$ cat config.mk
export PLATFORM = sky130hd
export DESIGN_NAME = branch_pc_unit
export DESIGN_NICKNAME = d
export VERILOG_FILES = /design/src/rtl/branch_pc_unit.sv
export SDC_FILE = /design/constraint.sdc
export NUM_CORES = 1
export LEC_CHECK = 0
export ABC_AREA = 0
export ABC_CLOCK_PERIOD_IN_PS = 15300
export CAP_MARGIN = 20
export CELL_PAD_IN_SITES_DETAIL_PLACEMENT = 0
export CELL_PAD_IN_SITES_GLOBAL_PLACEMENT = 1
export CORE_MARGIN = 1
export CORE_UTILIZATION = 38
export DETAILED_ROUTE_END_ITERATION = 7
export PLACE_DENSITY = 0.95
export SLEW_MARGIN = 20
export SYNTH_ARGS = -nofsm -noshare
export SYNTH_HDL_FRONTEND = slang
export SYNTH_SLANG_ARGS = --single-unit
$ cat constraint.sdc
create_clock -name clk -period 15.3 [get_ports clk]
set_clock_uncertainty 0.1 [all_clocks]
set_input_delay 3.825 -clock clk [delete_from_list [all_inputs] [get_ports clk]]
set_output_delay 3.825 -clock clk [all_outputs]
set_load 0.005 [all_outputs]
$ cat src/rtl/branch_pc_unit.sv
// Fetch-side PC register: applies stalls, branch/jump/jr redirects and branch-likely annulment.
// Halts fetch when the selected target is illegal, and counts resolved and taken branches.
module branch_pc_unit #(
    parameter logic [31:0] PC_INIT = 32'h0000_3000,
    parameter logic [31:0] PC_MIN  = 32'h0000_3000,
    parameter logic [31:0] PC_MAX  = 32'h0000_6ffc
) (
    input  logic        clk,
    input  logic        reset_n,
    input  logic        stall,
    input  logic        br_d,
    input  logic        likely_d,
    input  logic        cmp_out,
    input  logic [31:0] pc_d,
    input  logic [15:0] imm16_d,
    input  logic        j_d,
    input  logic [25:0] j_index_d,
    input  logic        jr_d,
    input  logic [31:0] rs_d,
    output logic [31:0] pc_f,
    output logic        flush_f,
    output logic        halted,
    output logic [31:0] br_cnt,
    output logic [31:0] taken_cnt
);

    localparam int unsigned XLEN   = 32;
    localparam int unsigned IMM_W  = 16;
    localparam int unsigned SEXT_W = XLEN - IMM_W - 2;

    typedef enum logic [0:0] {
        ST_RUN  = 1'b0,
        ST_HALT = 1'b1
    } state_e;

    state_e            state_q, state_d;
    logic [XLEN-1:0]   pc_f_q, pc_f_d;
    logic              halted_q, halted_d;
    logic [XLEN-1:0]   br_cnt_q, br_cnt_d;
    logic [XLEN-1:0]   taken_cnt_q, taken_cnt_d;

    logic              adv;
    logic [XLEN-1:0]   br_target;
    logic [XLEN-1:0]   j_target;
    logic [XLEN-1:0]   pc_sel;
    logic              cond_br;
    logic              fault;

    // Target arithmetic is independent of state; priority is resolved below.
    assign br_target = pc_d + XLEN'(4) + {{SEXT_W{imm16_d[IMM_W-1]}}, imm16_d, 2'b00};
    assign j_target  = {pc_d[31:28], j_index_d, 2'b00};

    // Next-state, next-PC and counter logic.
    always_comb begin
        state_d     = state_q;
        pc_f_d      = pc_f_q;
        halted_d    = halted_q;
        br_cnt_d    = br_cnt_q;
        taken_cnt_d = taken_cnt_q;
        flush_f     = 1'b0;
        fault       = 1'b0;
        cond_br     = 1'b0;
        pc_sel      = pc_f_q + XLEN'(4);
        adv         = reset_n && (state_q == ST_RUN) && !stall;

        if (jr_d) begin
            pc_sel = rs_d;
        end else if (j_d) begin
            pc_sel = j_target;
        end else if (br_d && cmp_out) begin
            pc_sel = br_target;
        end

        case (state_q)
            ST_RUN: begin
                if (adv) begin
                    cond_br = br_d && !jr_d && !j_d;
                    fault   = (pc_sel[1:0] != 2'b00) || (pc_sel < PC_MIN) || (pc_sel > PC_MAX);
                    flush_f = cond_br && likely_d && !cmp_out;
                    if (fault) begin
                        state_d  = ST_HALT;
                        halted_d = 1'b1;
                    end else begin
                        pc_f_d = pc_sel;
                        if (cond_br) begin
                            if (br_cnt_q != '1) begin
                                br_cnt_d = br_cnt_q + XLEN'(1);
                            end
                            if (cmp_out && (taken_cnt_q != '1)) begin
                                taken_cnt_d = taken_cnt_q + XLEN'(1);
                            end
                        end
                    end
                end
            end
            ST_HALT: begin
                halted_d = 1'b1;
            end
            default: begin
                state_d = ST_HALT;
            end
        endcase
    end

    // Synchronous active-low reset dominates every other input.
    always_ff @(posedge clk) begin
        if (!reset_n) begin
            state_q     <= ST_RUN;
            pc_f_q      <= PC_INIT;
            halted_q    <= 1'b0;
            br_cnt_q    <= '0;
            taken_cnt_q <= '0;
        end else begin
            state_q     <= state_d;
            pc_f_q      <= pc_f_d;
            halted_q    <= halted_d;
            br_cnt_q    <= br_cnt_d;
            taken_cnt_q <= taken_cnt_d;
        end
    end

    assign pc_f      = pc_f_q;
    assign halted    = halted_q;
    assign br_cnt    = br_cnt_q;
    assign taken_cnt = taken_cnt_q;

endmodule
==> results list <==
- Layout fillers: 1923
- The floorplan step defined a core boundary enclosing 0.0202 sq mm.
- The total count of max-transition violations in the final report was 0.
* Count of H-tree levels built during CTS: 3
- Clock latency on the worst-skew pair, taken at its later pin, is 0.33 ns.
* CTS buffer count: 9
- IR analysis of the VDD net gives a maximum drop of 61.2 uV.
- Counting every instance in the synthesized netlist gives 1042.
- Global routing used 23.0% of the available tracks across all layers.
- In this run, synthesis inferred 0 flip-flops with an integrated enable.
* Count of instances resized after the clock tree is built: 0
- After floorplanning, the core was divided into 52 placement rows.
* Critical path arrival: 6.52 ns
* Antenna Nets Post-Route: 0
- CTS saw 98 sinks.
- The run finished with clean final reports.
* Post-synthesis share of cell area spent on xor and xnor gates: 6.58%
* Dpl hpwl: 19600 um
* Fraction of registers with async set/reset: 0%
- In the final layout, the share of cells above drive strength 1 is 2.77%.
- Worst relative slew slack: 22.5%
- Antenna diode count: 0
- Non-filler instance count after layout: 1496
* Required time of the critical path: 11.38 ns
* Area post-placement: 0.0101 sq mm
- After routing, the total negative slack on setup checks comes to 0 ns.
- The number of placed instances, taps included, is 1480.
- First-pass GRT wire length: 40200 um
* Post-synthesis compound-gate area fraction: 19.0%
- Yosys attributes the largest share of cell area to sky130_fd_sc_hd__dfxtp_1 25%, sky130_fd_sc_hd__ha_1 9.6%, sky130_fd_sc_hd__a21oi_1 5.0%.
- Final hold vios: 0
* Via density per instance: 5.72
* Vias after detailed routing: 8553
* Number of buffers inserted by hold repair at cts: 0
- Proportion of synthesized area in mux cells: 4.48%
- In this run the worst hold path is classified as reg -> reg.
- Based on the critical path, the design can be clocked at up to 0.0958 GHz.
* X dimension of the die: 146 um
* Final setup viols: 0
- Total power per unit cell area: 64.0 mW/mm^2
- The total overflow left after global routing is 0.
- Worst Setup End Kind: primary output
- In this run the mean area of a mapped cell was 7.53 sq um.
- Summing the areas of all fa, ha and maj instances in the mapped netlist gives 9.82% of the synthesized area.
- The synthesized design contains 98 register bits.
- The worst setup path is of the in -> out kind.
- Share of the yosys chip area belonging to registers: 25.0%
- For the pin with the worst max-slew slack, the measured transition is 1.13 ns.
- Area enclosed by the die boundary: 0.0212 sq mm
- Clock period minus final worst setup slack: 10.44 ns
- In this run the clock root is driven by a sky130_fd_sc_hd__clkbuf_16.
- Post-layout nets: 1396
- STA classifies the critical path startpoint as an input port.
- For this design the top-level I/O count stands at 212.
- The clock passes through at most 2 buffers.
* Static leakage: 3.92 nW
- Dividing the final minimum period by the clock period gives 68.3%.
* Clock-pin slew of the registers on the worst-case setup and hold paths: 0.06 ns
* Residual DRC: 0
- Entering global routing, the biggest net connects 59 pins.
- Summed over all layers, the routed wires come to 25100 um.
- Post-Synthesis Net Count: 1217
- Largest fanout of any net on the critical path: 57
- Final non-filler cell area: 0.0105 sq mm
* Die height: 146 um
- The biggest area contributor in the post-synthesis netlist is sky130_fd_sc_hd__dfxtp_1.
- Initial DRC count: 574
- The first detailed-routing pass ran for 7 iterations.
* Via count of the first global-routing pass: 7940
- Effective utilization at floorplan: 38.8%
* TritonCTS clock tree: yes
* Yosys top cell area share: 25.0%
- The number of setup buffers added after CTS is 0.
* Number of warnings issued by yosys: 0
- Number of antenna violations at the first check in global routing: 0
- Main combinational cell family by area after synthesis: simple AND/OR/NAND/NOR gates
- The congestion estimate from routability-driven global placement came to 0.936.
* Number of buffers inserted by port buffering: 211
- Basic-gate share of the synthesized area counting and, or, nand and nor cells: 31.0%
- Dividing the detail-routed wire length by the instance count gives 16.8 um.
- Area grow syn2layout: 33.5%
- In the synthesized netlist the dominant register cell turns out to be sky130_fd_sc_hd__dfxtp_1.
* Setup repair after global routing missed its margin: no
- Post-synthesis cell type count: 73
- After synthesis the cells add up to 0.00785 sq mm.
- Across the run, the number of max-cap violations was 0.
registers in the layout, indices dropped and copies added (netlist names):
signal     cells
halted         1
state_q        1
taken_cnt     32
pc_f          32
br_cnt        32
through the flow:
stage | utilization (%) | hold slack, ns | setup WS (ns) | power [mW]
floorplan | - | 0.364 | 6.75 | 0.363
global placement | 50.1 | 0.372 | 5.11 | 0.425
detailed placement | 50.1 | 0.382 | 4.90 | 0.426
CTS | 51.8 | 0.391 | 4.90 | 0.671
global route | 51.8 | 0.409 | 4.61 | 0.699
finish | 51.8 | 0.387 | 4.86 | 0.670
layout by cell type (no fill, tap or decap), types with 7 or more instances in the layout:
cell,Yosys,routed
sky130_fd_sc_hd__nor2_1,86,86
sky130_fd_sc_hd__clkbuf_16,0,9
sky130_fd_sc_hd__inv_1,33,32
sky130_fd_sc_hd__or3_1,22,22
sky130_fd_sc_hd__nand2b_1,20,20
sky130_fd_sc_hd__ha_1,60,60
sky130_fd_sc_hd__nor4_1,28,28
sky130_fd_sc_hd__a211oi_1,9,9
sky130_fd_sc_hd__nand3_1,53,52
sky130_fd_sc_hd__clkdlybuf4s50_1,0,211
sky130_fd_sc_hd__and4_1,10,10
sky130_fd_sc_hd__dfxtp_1,98,98
sky130_fd_sc_hd__nand4_1,38,38
sky130_fd_sc_hd__o21a_1,10,10
sky130_fd_sc_hd__o21ai_0,62,62
sky130_fd_sc_hd__nand2_1,104,104
sky130_fd_sc_hd__xor2_1,26,26
sky130_fd_sc_hd__and2_1,7,7
sky130_fd_sc_hd__o31ai_1,12,12
sky130_fd_sc_hd__nor2b_1,7,7
sky130_fd_sc_hd__mux2i_1,34,34
sky130_fd_sc_hd__o211ai_1,8,8
sky130_fd_sc_hd__a21oi_1,79,79
sky130_fd_sc_hd__xnor2_1,33,33
sky130_fd_sc_hd__and3_1,38,38
sky130_fd_sc_hd__nor3_1,29,29
synth_stat cells (3+ instances only):
| master | count |
|---|---|
| sky130_fd_sc_hd__o21a_1 | 10 |
| sky130_fd_sc_hd__a22oi_1 | 3 |
| sky130_fd_sc_hd__o211ai_1 | 8 |
| sky130_fd_sc_hd__or4_1 | 6 |
| sky130_fd_sc_hd__nor2_1 | 86 |
| sky130_fd_sc_hd__dfxtp_1 | 98 |
| sky130_fd_sc_hd__a2111oi_0 | 3 |
| sky130_fd_sc_hd__nor3_1 | 29 |
| sky130_fd_sc_hd__o311ai_0 | 6 |
| sky130_fd_sc_hd__buf_2 | 7 |
| sky130_fd_sc_hd__a31oi_1 | 4 |
| sky130_fd_sc_hd__nand2b_1 | 20 |
| sky130_fd_sc_hd__o2111ai_1 | 3 |
| sky130_fd_sc_hd__mux2i_1 | 34 |
| sky130_fd_sc_hd__o21ai_0 | 62 |
| sky130_fd_sc_hd__nor3b_1 | 6 |
| sky130_fd_sc_hd__nand3_1 | 53 |
| sky130_fd_sc_hd__clkbuf_1 | 35 |
| sky130_fd_sc_hd__xor2_1 | 26 |
| sky130_fd_sc_hd__nor4_1 | 28 |
| sky130_fd_sc_hd__o211a_1 | 5 |
| sky130_fd_sc_hd__or3_1 | 22 |
| sky130_fd_sc_hd__nor2b_1 | 7 |
| sky130_fd_sc_hd__o21bai_1 | 4 |
| sky130_fd_sc_hd__and2_1 | 7 |
| sky130_fd_sc_hd__a21oi_1 | 79 |
| sky130_fd_sc_hd__a21o_1 | 4 |
| sky130_fd_sc_hd__and3_1 | 38 |
| sky130_fd_sc_hd__nand4_1 | 38 |
| sky130_fd_sc_hd__o31ai_1 | 12 |
| sky130_fd_sc_hd__ha_1 | 60 |
| sky130_fd_sc_hd__and4_1 | 10 |
| sky130_fd_sc_hd__nand2_1 | 104 |
| sky130_fd_sc_hd__inv_1 | 33 |
| sky130_fd_sc_hd__a211oi_1 | 9 |
| sky130_fd_sc_hd__xnor2_1 | 33 |
| sky130_fd_sc_hd__buf_1 | 5 |
area by class of cell:
class | count | area, sq um | share of cell area (%)
multi-input combinational | 862 | 5570 | 53.1
timing repair buffer | 217 | 2160 | 20.6
sequential | 98 | 1960 | 18.7
tap | 270 | 338 | 3.22
clock buffer | 12 | 256 | 2.45
inverter | 33 | 124 | 1.18
clock inverter | 4 | 73.8 | 0.705
metal layers:
metal / share of wire [%] / track usage (%) / routed length, um
met1: 45 / 30.6 / 11200
met3: 7.5 / 4.61 / 1890
met2: 46 / 37.2 / 11500
met5: 0 / 0 / 0
met4: 2.1 / 7.26 / 520
final timing paths:
check / start / end / slack, ns / depth (start not counted)
setup reg to reg: pc_f[2] / br_cnt[28] / 9.92 / 12
hold / removal: taken_cnt[29] / taken_cnt[29] / 0.39 / 2
setup / recovery: reset_n / flush_f / 4.86 / 7
hold reg to reg: taken_cnt[29] / taken_cnt[29] / 0.39 / 2
report_power, final:
part,switching (mW),leakage (nW),internal [mW],total [mW]
Sequential,0.000362,0.790,0.255,0.256
Clock,0.0955,0.163,0.152,0.248
Combinational,0.0931,2.97,0.0734,0.167
Total,0.189,3.92,0.481,0.670
worst max-delay path, cell delays in order:
cell and delay (ns):
sky130_fd_sc_hd__clkdlybuf4s50_1 0.46, sky130_fd_sc_hd__buf_4 0.42, sky130_fd_sc_hd__clkinv_1 0.18, sky130_fd_sc_hd__nor3_1 0.55
sky130_fd_sc_hd__nand3_1 0.27, sky130_fd_sc_hd__nor3b_1 0.25, sky130_fd_sc_hd__clkdlybuf4s50_1 0.53
cells by family (layout without fill, tap and decap cells):
| group | Yosys count | after routing |
|---|---|---|
| and+or+nand+nor | 469 | 469 |
| AOI/OAI and AO/OA | 238 | 238 |
| DFF | 98 | 98 |
| buffers and inverters | 82 | 266 |
| adders and majority gates | 61 | 61 |
| xor gates and xnor gates | 59 | 59 |
| muxes | 35 | 35 |
Note: power is estimated with default switching activity, not from simulation.
